`src/rtl/mul_lat4_stream.sv`:
```
// rtl/mul_lat4_stream.sv - ready/valid streaming shell around a fixed-latency, non-stallable multiplier
//
// Purpose:
//   Accepts operand pairs on a ready/valid input, presents them to an external
//   LATENCY-stage multiplier, tracks in-flight products with a valid shift
//   register and captures each product into an output FIFO. A credit counter
//   limits outstanding operations to DEPTH so no product is ever dropped while
//   the consumer applies backpressure.
//
// Ports:
//   clk        in   1      clock, all state on posedge
//   reset_n    in   1      asynchronous active-low reset
//   in_valid   in   1      operand pair valid
//   in_ready   out  1      shell can accept an operand pair
//   in_a       in   WIDTH  operand a
//   in_b       in   WIDTH  operand b
//   mul_a      out  WIDTH  to multiplier input a (zero when not firing)
//   mul_b      out  WIDTH  to multiplier input b (zero when not firing)
//   mul_out    in   WIDTH  from multiplier output, LATENCY cycles after mul_a/mul_b
//   out_valid  out  1      product available
//   out_ready  in   1      consumer takes product
//   out_data   out  WIDTH  product, in acceptance order
//   busy       out  1      any op in flight or buffered

module mul_lat4_stream #(
    parameter int WIDTH   = 32,
    parameter int LATENCY = 4,   // must be >= 2
    parameter int DEPTH   = 8    // power of 2, >= LATENCY
) (
    input  logic             clk,
    input  logic             reset_n,
    input  logic             in_valid,
    output logic             in_ready,
    input  logic [WIDTH-1:0] in_a,
    input  logic [WIDTH-1:0] in_b,
    output logic [WIDTH-1:0] mul_a,
    output logic [WIDTH-1:0] mul_b,
    input  logic [WIDTH-1:0] mul_out,
    output logic             out_valid,
    input  logic             out_ready,
    output logic [WIDTH-1:0] out_data,
    output logic             busy
);

    localparam int AW = $clog2(DEPTH);
    localparam logic [AW:0] DEPTH_C = (AW+1)'(DEPTH);
    localparam logic [AW:0] ONE_C   = (AW+1)'(1);

    logic [LATENCY-1:0] vld_sr;
    logic [AW:0]        used;
    logic [AW:0]        wr_ptr;
    logic [AW:0]        rd_ptr;
    logic [WIDTH-1:0]   mem [DEPTH];

    logic fire;
    logic pop;
    logic wr_en;
    logic full;
    logic empty;

    // Credits count every op from acceptance until it is popped, so the FIFO
    // always has a slot reserved for each product still in the multiplier.
    assign in_ready = (used < DEPTH_C);
    assign fire     = in_valid & in_ready;
    assign pop      = out_valid & out_ready;
    assign busy     = (used != '0);

    // Idle cycles drive zeros so the multiplier inputs do not toggle on
    // whatever the upstream leaves on in_a/in_b.
    assign mul_a = fire ? in_a : '0;
    assign mul_b = fire ? in_b : '0;

    assign wr_en = vld_sr[LATENCY-1];

    assign empty     = (wr_ptr == rd_ptr);
    assign full      = (wr_ptr[AW] != rd_ptr[AW]) && (wr_ptr[AW-1:0] == rd_ptr[AW-1:0]);
    assign out_valid = !empty;
    assign out_data  = mem[rd_ptr[AW-1:0]];

    always_ff @(posedge clk or negedge reset_n) begin
        if (!reset_n) begin
            vld_sr <= '0;
            used   <= '0;
            wr_ptr <= '0;
            rd_ptr <= '0;
        end else begin
            vld_sr <= {vld_sr[LATENCY-2:0], fire};
            if (wr_en) begin
                wr_ptr <= wr_ptr + ONE_C;
            end
            if (pop) begin
                rd_ptr <= rd_ptr + ONE_C;
            end
            case ({fire, pop})
                2'b10:   used <= used + ONE_C;
                2'b01:   used <= used - ONE_C;
                default: used <= used;
            endcase
        end
    end

    // Storage is not reset; only entries between the pointers are ever read.
    always_ff @(posedge clk) begin
        if (wr_en) begin
            mem[wr_ptr[AW-1:0]] <= mul_out;
        end
    end

endmodule
```
`config.mk`:
```
export PLATFORM = sky130hd
export DESIGN_NAME = mul_lat4_stream
export DESIGN_NICKNAME = d
export VERILOG_FILES = /design/src/rtl/mul_lat4_stream.sv
export SDC_FILE = /design/constraint.sdc
export NUM_CORES = 1
export LEC_CHECK = 0
export BUFFER_PORTS_ARGS = -buffer_cell sky130_fd_sc_hd__buf_2
export CORE_MARGIN = 2
export CORE_UTILIZATION = 40
export DETAILED_ROUTE_END_ITERATION = 6
export GPL_TIMING_DRIVEN = 0
export PLACE_DENSITY_LB_ADDON = 0.25
export SYNTH_ARGS = -nofsm -noshare
export SYNTH_HDL_FRONTEND = slang
export SYNTH_SLANG_ARGS = --single-unit
export TNS_END_PERCENT = 30
```
`constraint.sdc`:
```
create_clock -name clk -period 3 [get_ports clk]
set_input_delay 0.15 -clock clk [delete_from_list [all_inputs] [get_ports clk]]
set_output_delay 0.15 -clock clk [all_outputs]
set_load 0.01 [all_outputs]
```
-- Word level (Yosys, flattened, before mapping)
Memory sizes are Yosys's and may differ from the RTL's.
Index checks and enable logic that the tools add are counted.
- bits in registers: 16
- bits in writable memories: 256
- output and inout port bits: 99
- logic and storage cells: 23
- memories: 1
- memories (memory ; words ; bits a word ; read ports ; clocked after memory_dff ; write ports ; RTL line ; source):
    mem ; 8 ; 32 ; 1 ; 0 ; 1 ; 53 ; logic [WIDTH-1:0] mem [DEPTH];
- $add $sub $neg: 4
- order comparisons: 1
- equality and inequality tests: 3
- multiplexer cells: 5
- bitwise operators: 2
- reduce and logical (&&, ||, !) cells: 3
- operators with widths (cell ; number):
    $mux 32 ; 2
    $add 4x1->4 const B ; 3
    $pmux 4 s2 ; 1
    $eq 4x4->1 ; 1
    $lt 4x4->1 const B ; 1
    $reduce_bool 4->1 ; 1
    $sub 4x1->4 const B ; 1
    $and 1x1->1 ; 2
    $eq 2x1->1 const B ; 1
    $eq 2x2->1 const B ; 1
    $mux 1 ; 2
    $reduce_bool 2->1 ; 1
    $logic_not 1->1 ; 1

-- Depth between registers and ports, before layout
Gate-level depths: netlist (run 1).
- word-level depth: 5
- depth in mapped cells: 10
- mapped depth without buffers: 8

-- Least setup slack after synthesis (run 1)
No wires, ideal clock.
- kind: flip-flop to flip-flop
- start point: register wr_ptr[2]
- end point: memory mem[0][0] (enable)
- arrival time: 2.806 ns
- required time: 2.539 ns
- slack: -0.267 ns
- stages on the path, launching flop included: 3
- buffers on the path: 0
- cell sequence: dfrtp_1 -> nand2b_1 -> nor3_1
- RTL lines (item ; RTL line ; source):
    start, declared ; 51 ; logic [AW:0] wr_ptr;
    start signal, assigned ; 89 ; wr_ptr <= wr_ptr + ONE_C;
    end, declared ; 53 ;
No word-level cell before the write port.

-- Worst setup path after layout (run 1)
- start point: register rd_ptr[1]
- end point: output port out_data[13]
- cells in the longest elaborated chain, start to end: 1
- ends and longest elaborated chain (item ; RTL line ; source):
    start, declared ; 52 ; logic [AW:0] rd_ptr;
    start signal, assigned ; 92 ; rd_ptr <= rd_ptr + ONE_C;
    $mem_v2 8x32 ; - ;
    end, declared ; 41 ; output logic [WIDTH-1:0] out_data,
No other way between the ends.

==> reports/qor.yml, run 1 <==
p_sw_mw: 3.793
power_frac_clock_pct: 24.0
die_w_um: 170.1
cts_sinks: 272
crit_top_cell: "buf_2"
worstPathCellList: "buf_2 > buf_2 > mux4_2 > mux2_4 > buf_2"
hold_path.startpoint: "out_ready"
ys_ff_latch: 272
detail-route-antenna-nets: 0
insertion_delay_ps: 540
clk_path_buf_depth: 3
path_clk_slew_ps: 60
synth_edf_count: 256
synth_area_um2: 11040
start_util_pct: 40.85
die_y_um: 170.1
intPower_mw: 8.652
fin_cells: 1152
required_ps: 2850
grt_pass1_wl_um: 36000
finalNetCount: 900
status: "finished, final reports clean"
fmax_ghz: 0.3497
cts_tree: "yes"
ys_types: 33
io_buffers: 198
synth_common_cells: "edfxtp_1, and2_1, mux4_2, mux2_4, dfrtp_1"
maxSlewViolCount: 0
crit_path_start: "rd_ptr[1]"
vdd_ir_drop_max_mv: 0.4680
drive_gt1_share_pct: 44.44
arrival_ps: 2710
max_cap_viol_count: 0
synth_top_cell_by_area: "edfxtp_1"
netlist_top_cells_area: "edfxtp_1, mux4_2, mux2_4"
yosys_warnings: 0
die_area_um2: 28940
firstDrtPassIters: 5
finalClockSkew_ps: 13.37
final-hold-violation-count: 0
grt_pass1_vias: 6318
drt_iter0_markers: 394
syn2layout_area_growth_pct: 25.49
htree_levels: 1
dp_cells: 1074
route.detailed.drc: 0
worstPathMaxFanout: 19
cp_slowest_cell: "buf_2"
root_buffer: "clkbuf_16"
power_density_nw_per_um2: 898.3
overflow: 0
final.min_clock_period_ps: 2859
hold_path.class: "in2reg"
synth_top_cell_area_share_pct: 69.64
cts_made_buffers: 27
core_area_um2: 27030
yosysMostFrequentCell: "edfxtp_1"
critical_path.max_stage_delay_ps: 520
synth_cells: 522
place_hpwl_um: 16080
routedWlPerCell_um: 20.87
via_count: 5881
crit_path_end_kind: "output port"
worstReg2RegStart: "rd_ptr[0]"
worst_pin_slew_ps: 1030
yosysSeqAreaShare_pct: 73.26
critPathLaunchType: "flop"
num_io_pins: 199
vias_per_cell: 5.105
crit_type: "reg2out"
period_share_pct: 95.31
routed_wirelength_um: 24040
synth-main-ff-cell: "edfxtp_1"
synthArstFlopShare_pct: 5.882
dpl_worst_slack_ps: 319.5
grt_max_degree: 22
placementRows: 60
cts_resized: 0
grt_usage_pct: 16.70
antenna_found_initial: 1
p_sw_share_pct: 30.48
syn-num-nets: 628
setup_violations: 0
p_comb_share_pct: 37.0
fin_ws_ps: 140.7
rsz0062_at_grt: "false"
p_leak_nw: 5.109
relSlewSlack_pct: 31.35
syn_avg_cell_area_um2: 21.15
pwr-share-seq_pct: 39.1
globalplace.congestion: 0.9959
==> logic make-up (layout without fill, tap and decap cells) <==
logic type | Yosys count | after routing | synth area share, %
buffers and inverters | 36 | 324 | 1.983
other | 0 | 1 | 0
adder cells (fa/ha/maj) | 6 | 6 | 0.7481
AO/OA/AOI/OAI | 6 | 6 | 0.4080
multiplexers | 99 | 99 | 17.77
AND/OR/NAND/NOR | 91 | 91 | 4.874
XOR/XNOR | 12 | 12 | 0.9520
flip-flops | 272 | 272 | 73.26
==> registers in the layout, indices dropped and copies added, names as in the netlist <==
signal and flops:
used 4, mem 256, rd_ptr 4, wr_ptr 4, vld_sr 4
==> cell usage in the layout, fill, tap and decap left out, types with 4 or more instances in the layout <==
| master | count |
|---|---|
| and2_1 | 64 |
| xnor2_1 | 8 |
| clkinv_2 | 4 |
| nand2_1 | 7 |
| dlygate4sd3_1 | 33 |
| clkbuf_1 | 15 |
| mux2_4 | 28 |
| edfxtp_1 | 256 |
| buf_12 | 5 |
| clkinv_1 | 7 |
| mux2_2 | 6 |
| clkbuf_16 | 27 |
| mux4_2 | 58 |
| dfrtp_1 | 16 |
| xor2_1 | 4 |
| ha_1 | 5 |
| buf_6 | 7 |
| inv_1 | 8 |
| buf_16 | 5 |
| mux4_1 | 6 |
| buf_2 | 207 |
| nor2_4 | 6 |
==> power by group through the flow <==
| stage | logic [mW] | clock network, mW | registers [mW] |
|---|---|---|---|
| floorplan | 3.08 | 0 | 4.91 |
| global placement | 4.42 | 0 | 4.96 |
| detailed placement | 4.66 | 0 | 4.95 |
| CTS | 4.71 | 3.05 | 4.87 |
| global route | 4.97 | 3.20 | 4.90 |
| finish | 4.60 | 2.98 | 4.86 |
==> path summary, 6_finish.rpt <==
check	slack (ps)	depth (start not counted)	endpoint
worst max-delay path	140	5	out_data[13]
worst min-delay path	40	4	rd_ptr[0]
worst max register to register	290	10	used[3]
worst min register to register	350	0	vld_sr[3]
max in group asynchronous	2650	2	rd_ptr[2]
min in group asynchronous	70	2	used[3]
==> routing by layer <==
metal	wire (um)	GRT usage (%)	part of all wire, %	vias to the layer above
met5	0	0	0	-
met4	625	4.831	2.6	0
met3	1444	3.047	6.0	40
met2	12440	30.03	52	232
met1	9535	20.64	40	2974
li1	-	-	-	2635
==> cell type report <==
cell class,instances,area (um^2)
Antenna cell,1,2.502
Clock inverter,14,81.33
Timing Repair Buffer,244,1562
Multi-Input combinational cell,214,2788
Inverter,8,30.03
Buffer,27,185.2
Fill cell,2207,13170
Tap cell,341,426.7
Sequential cell,272,8088
Clock buffer,31,690.7
==> worst max-delay path: cells and delay by family, from the launching register on <==
family | cells | cell delay [ps]
muxes | 2 | 650
buffers and inverters | 3 | 1080
DFF | 1 | 450
==> per-stage QoR <==
step / hold WS (ps) / total power, mW / instance area, um^2 / TNS, ps / util [%]
6_report: 41.99 / 12.44 / 13850 / 0 / 51.26
5_1_grt: 41.77 / 13.08 / 13850 / 0 / 51.25
4_1_cts: 31.08 / 12.63 / 13850 / 0 / 51.26
3_5_place_dp: 92.06 / 9.607 / 12750 / 0 / 47.19
3_3_place_gp: 78.07 / 9.374 / 12460 / -367770 / 46.09
2_1_floorplan: -145.6 / 7.987 / 11040 / -16980 / -
==> timing repair <==
action,in CTS,in global routing
hold buffers,33,0
setup buffers,0,0
hold endpoints to repair,272,0
setup endpoints to repair,0,1
(Power assumes the default switching activity.)
==> inputs of run 2 (changes only) <==
Settings changed: CORE_UTILIZATION 40 to 50, CTS_CLUSTER_DIAMETER set to 30, SETUP_SLACK_MARGIN set to 0.15.
==> reports/qor.yml, run 2 (synthesis gave the netlist of run 1 again) <==
status: "finished, final reports clean"
hold_path_depth: 4
worst-path-buf-inv: 3
place_hpwl_um: 15570
path_clk_slew_ps: 50
antenna_found_initial: 1
vdd_ir_drop_max_mv: 0.5681
r2r-end: "used[3]"
final.min_clock_period_ps: 2653
post-cts-setup-buffer-count: 0
critical_path.max_stage_delay_ps: 470
worst_pin_slew_ps: 962.9
holdPathEnd: "rd_ptr[0]"
drt_iter0_markers: 481
via_count: 6059
cp_slowest_cell: "dfrtp_1"
arrival_ps: 2500
hold_path.startpoint: "out_ready"
final_area_um2: 14760
crit_type: "reg2out"
layout_commonest_cell: "edfxtp_1"
routed_wirelength_um: 24860
crit_path_end_kind: "output port"
start_util_pct: 50.74
fmax_ghz: 0.3769
vias_per_cell: 5.320
fin_hold_ws_ps: 17.41
routedWlPerCell_um: 21.83
insertion_delay_ps: 530
dp_cells: 1014
core_area_um2: 21760
fin_cells: 1139
crit_top_cell: "buf_2"
layout_common_cells: "edfxtp_1, buf_2, and2_1"
detail-route-antenna-nets: 0
r2r_setup_slack_ps: 410
die_area_um2: 23280
grt_max_degree: 26
dpl_worst_slack_ps: 278.8
clk_path_buf_depth: 3
tns_ps: 0
p_leak_nw: 5.601
worstPathCellList: "buf_2 > clkbuf_2 > mux4_2 > mux2_4 > buf_2"
final-hold-violation-count: 0
route.detailed.drc: 0
finalClockSkew_ps: 18.53
syn2layout_area_growth_pct: 33.67
seq_area_um2: 8088
die_y_um: 152.6
rsz0062_at_grt: "false"
cpLargestDelayFamily: "buffers and inverters"
grt_pass1_wl_um: 37980
worstReg2RegStart: "rd_ptr[0]"
firstDrtPassIters: 5
place_area_um2: 12670
maxSlewViolCount: 0
grt_usage_pct: 21.43
required_ps: 2850
placementRows: 54
worstPathMaxFanout: 10
antenna_cells: 0
globalplace.congestion: 0.9608
max_cap_viol_count: 0
multi_input_area_um2: 2790
finalNetCount: 924
critPathLaunchType: "flop"
io_buffers: 198
reg2reg_depth: 9
root_buffer: "clkbuf_16"
period_share_pct: 88.44
setup_violations: 0
grt_pass1_vias: 6584
drive_gt1_share_pct: 48.20
hold_path.class: "in2reg"
cts_sinks: 272
nFillCells: 1405
relSlewSlack_pct: 35.80
cts_tree: "yes"
die_w_um: 152.6
largest_register_ffs: 256
fin_ws_ps: 346.9
cts_made_buffers: 49
htree_levels: 2
power_density_nw_per_um2: 1033
num_io_pins: 199
overflow: 0
-- run 2: changes by cell type in the layout (fill, tap and decap cells not counted), sizes merged --
cell / previous run / this run
buf: 227 / 228
bufinv: 0 / 9
clkbuf: 42 / 65
clkinv: 11 / 20
diode: 1 / 0
inv: 9 / 16
-- run 2: worst max-delay path by stage --
stage	startpoint	to	slack, ps	cells after the start
after floorplan	wr_ptr[2]	mem[0][0]	-270	2
after global placement	wr_ptr[0]	mem[0][6]	-2620	2
final	rd_ptr[1]	out_data[25]	350	5
after global routing	rd_ptr[0]	used[3]	230	9
after CTS	rd_ptr[0]	used[3]	260	9
after detailed placement	rd_ptr[0]	used[3]	280	9
-- run 2: area by class of cell --
class	count	area share [%]
Tap cell	280	2.374
Clock buffer	53	8.699
Buffer	28	1.297
Multi-Input combinational cell	214	18.91
Inverter	8	0.2035
Sequential cell	272	54.81
Timing Repair Buffer	245	10.53
Clock inverter	39	3.180
-- run 2: metal layers --
layer	share of wire [%]	GRT usage, %	vias up
met3	5.1	4.323	53
li1	-	-	2717
met4	2.1	6.614	0
met2	52	36.52	198
met1	41	28.12	3091
met5	0	0	-
-- run 2: worst register-to-register path, stage by stage (launching register included) --
cell      delay, ps
dfrtp_1         390
buf_6           140
buf_12          150
xnor2_1         250
a41oi_2         250
ha_2            310
ha_1            300
a21oi_1         230
o21ai_0         150
o311ai_1        320
-- run 2: what timing repair did --
item	CTS	global route
hold buffers	33	0
pin swaps	0	0
cloned	0	0
endpoints found under the setup margin	8	1
gates resized for setup	1	4
hold endpoints to repair	272	0
-- run 2: power by group --
part           total [mW]  internal [mW]  switching, mW
logic                4.62           2.32           2.29
registers            4.89           4.70          0.185
clock network        5.74           3.89           1.86
total                15.2           10.9           4.33
-- run 2: metrics by stage --
stage | utilization [%] | power, mW
6_report | 67.83 | 15.25
2_1_floorplan | - | 7.987
4_1_cts | 67.81 | 15.40
3_3_place_gp | 56.91 | 9.299
5_1_grt | 67.83 | 15.88
3_5_place_dp | 58.23 | 9.553
==> inputs of run 3 (changes only) <==
--- a/config.mk
+++ b/config.mk
@@ -13,3 +13,3 @@
 export GPL_TIMING_DRIVEN = 0
-export PLACE_DENSITY_LB_ADDON = 0.25
+export PLACE_DENSITY = 0.73
 export SETUP_SLACK_MARGIN = 0.15
==> constraint.sdc (replaced) <==
create_clock -name clk -period 3 [get_ports clk]
set_input_delay 0.45 -clock clk [delete_from_list [all_inputs] [get_ports clk]]
set_output_delay 0.45 -clock clk [all_outputs]
set_load 0.01 [all_outputs]
==> reports/qor.yml, run 3 (synthesis gave the netlist of run 1 again) <==
status: "finished, final reports clean"
crit_type: "reg2out"
firstDrtPassIters: 5
required_ps: 2550
dpl_worst_slack_ps: 192.2
hold_path.class: "in2reg"
worst_pin_slew_ps: 881.8
route.detailed.drc: 0
fin_cells: 1103
layout_commonest_cell: "edfxtp_1"
r2r_setup_slack_ps: 370
multi_input_area_um2: 2790
place_area_um2: 12650
dp_cells: 1013
antenna_found_initial: 3
root_buffer: "clkbuf_16"
finalNetCount: 890
place_hpwl_um: 15840
maxSlewViolCount: 0
p_leak_nw: 5.350
htree_levels: 2
core_area_um2: 21760
clk_path_buf_depth: 3
drive_gt1_share_pct: 49.51
num_io_pins: 199
vias_per_cell: 5.446
finalClockSkew_ps: 6.703
seq_area_um2: 8089
detail-route-antenna-nets: 0
largest_register_ffs: 256
overflow: 0
fin_hold_ws_ps: 190.0
grt_usage_pct: 21.61
arrival_ps: 2350
grt_pass1_wl_um: 38120
crit_path_end_kind: "output port"
power_density_nw_per_um2: 1023
relSlewSlack_pct: 41.21
hold_path.startpoint: "mul_out[1]"
crit_path_start: "rd_ptr[2]"
worstPathMaxFanout: 10
vdd_ir_drop_max_mv: 0.5913
p_total_mw: 14.56
grt_pass1_vias: 6476
die_area_um2: 23280
cts_tree: "yes"
post-route-util_pct: 65.45
globalplace.congestion: 1.149
syn2layout_area_growth_pct: 28.98
rsz0062_at_grt: "true"
die_y_um: 152.6
fin_ws_ps: 203.6
setup_violations: 0
routed_wirelength_um: 25020
final.min_clock_period_ps: 2796
fmax_ghz: 0.3576
cts_sinks: 272
drt_iter0_markers: 556
final_area_um2: 14240
tns_ps: 0
critPathLaunchType: "flop"
routedWlPerCell_um: 22.68
max_cap_viol_count: 0
die_w_um: 152.6
path_clk_slew_ps: 50
final-hold-violation-count: 0
start_util_pct: 50.74
placementRows: 54
cts_made_buffers: 47
layout_common_cells: "edfxtp_1, buf_2, and2_1"
via_count: 6007
grt_max_degree: 25
period_share_pct: 93.21
insertion_delay_ps: 530
worstReg2RegStart: "rd_ptr[0]"
nFillCells: 1441
io_buffers: 198
run 3: repair_timing:
item / CTS / global route
endpoints found under the setup margin: 32 / 26
resized for setup: 11 / 5
setup buffers: 0 / 1
hold endpoints to repair: 16 / 0
cloned: 0 / 0
pin swaps: 0 / 1
hold buffers: 1 / 0
run 3: report_power, final:
group	internal (mW)	switching [mW]
Combinational	2.32	2.27
Sequential	4.70	0.183
Clock	3.26	1.82
run 3: worst max-delay path, stage by stage (launching register included):
cell and delay, ps:
dfrtp_1 340, buf_2 270, clkbuf_1 700, mux2_4 370, buf_2 140
run 3: final cells by class:
type	count	area share, %
clock buffers	54	8.743
plain buffers	28	1.547
multi-input cells	214	19.60
diodes	3	0.05272
repair buffers	213	8.559
inverters	8	0.2109
well taps	280	2.460
clock inverters	31	2.021
flip-flops and latches	272	56.81
run 3: per-layer routing:
layer	vias up	global-route usage (%)	wire, um
li1	2639	-	-
met1	3119	28.89	10150
met2	203	35.26	12700
met3	46	5.290	1639
met4	0	7.275	536
met5	-	0	0
run 3: final timing paths:
path	to	cells past startpoint
max	out_data[26]	4
max reg2reg	used[3]	9
max in group asynchronous	rd_ptr[1]	2
min reg2reg	vld_sr[2]	0
min in group asynchronous	used[2]	2
min	mem[0][1]	1
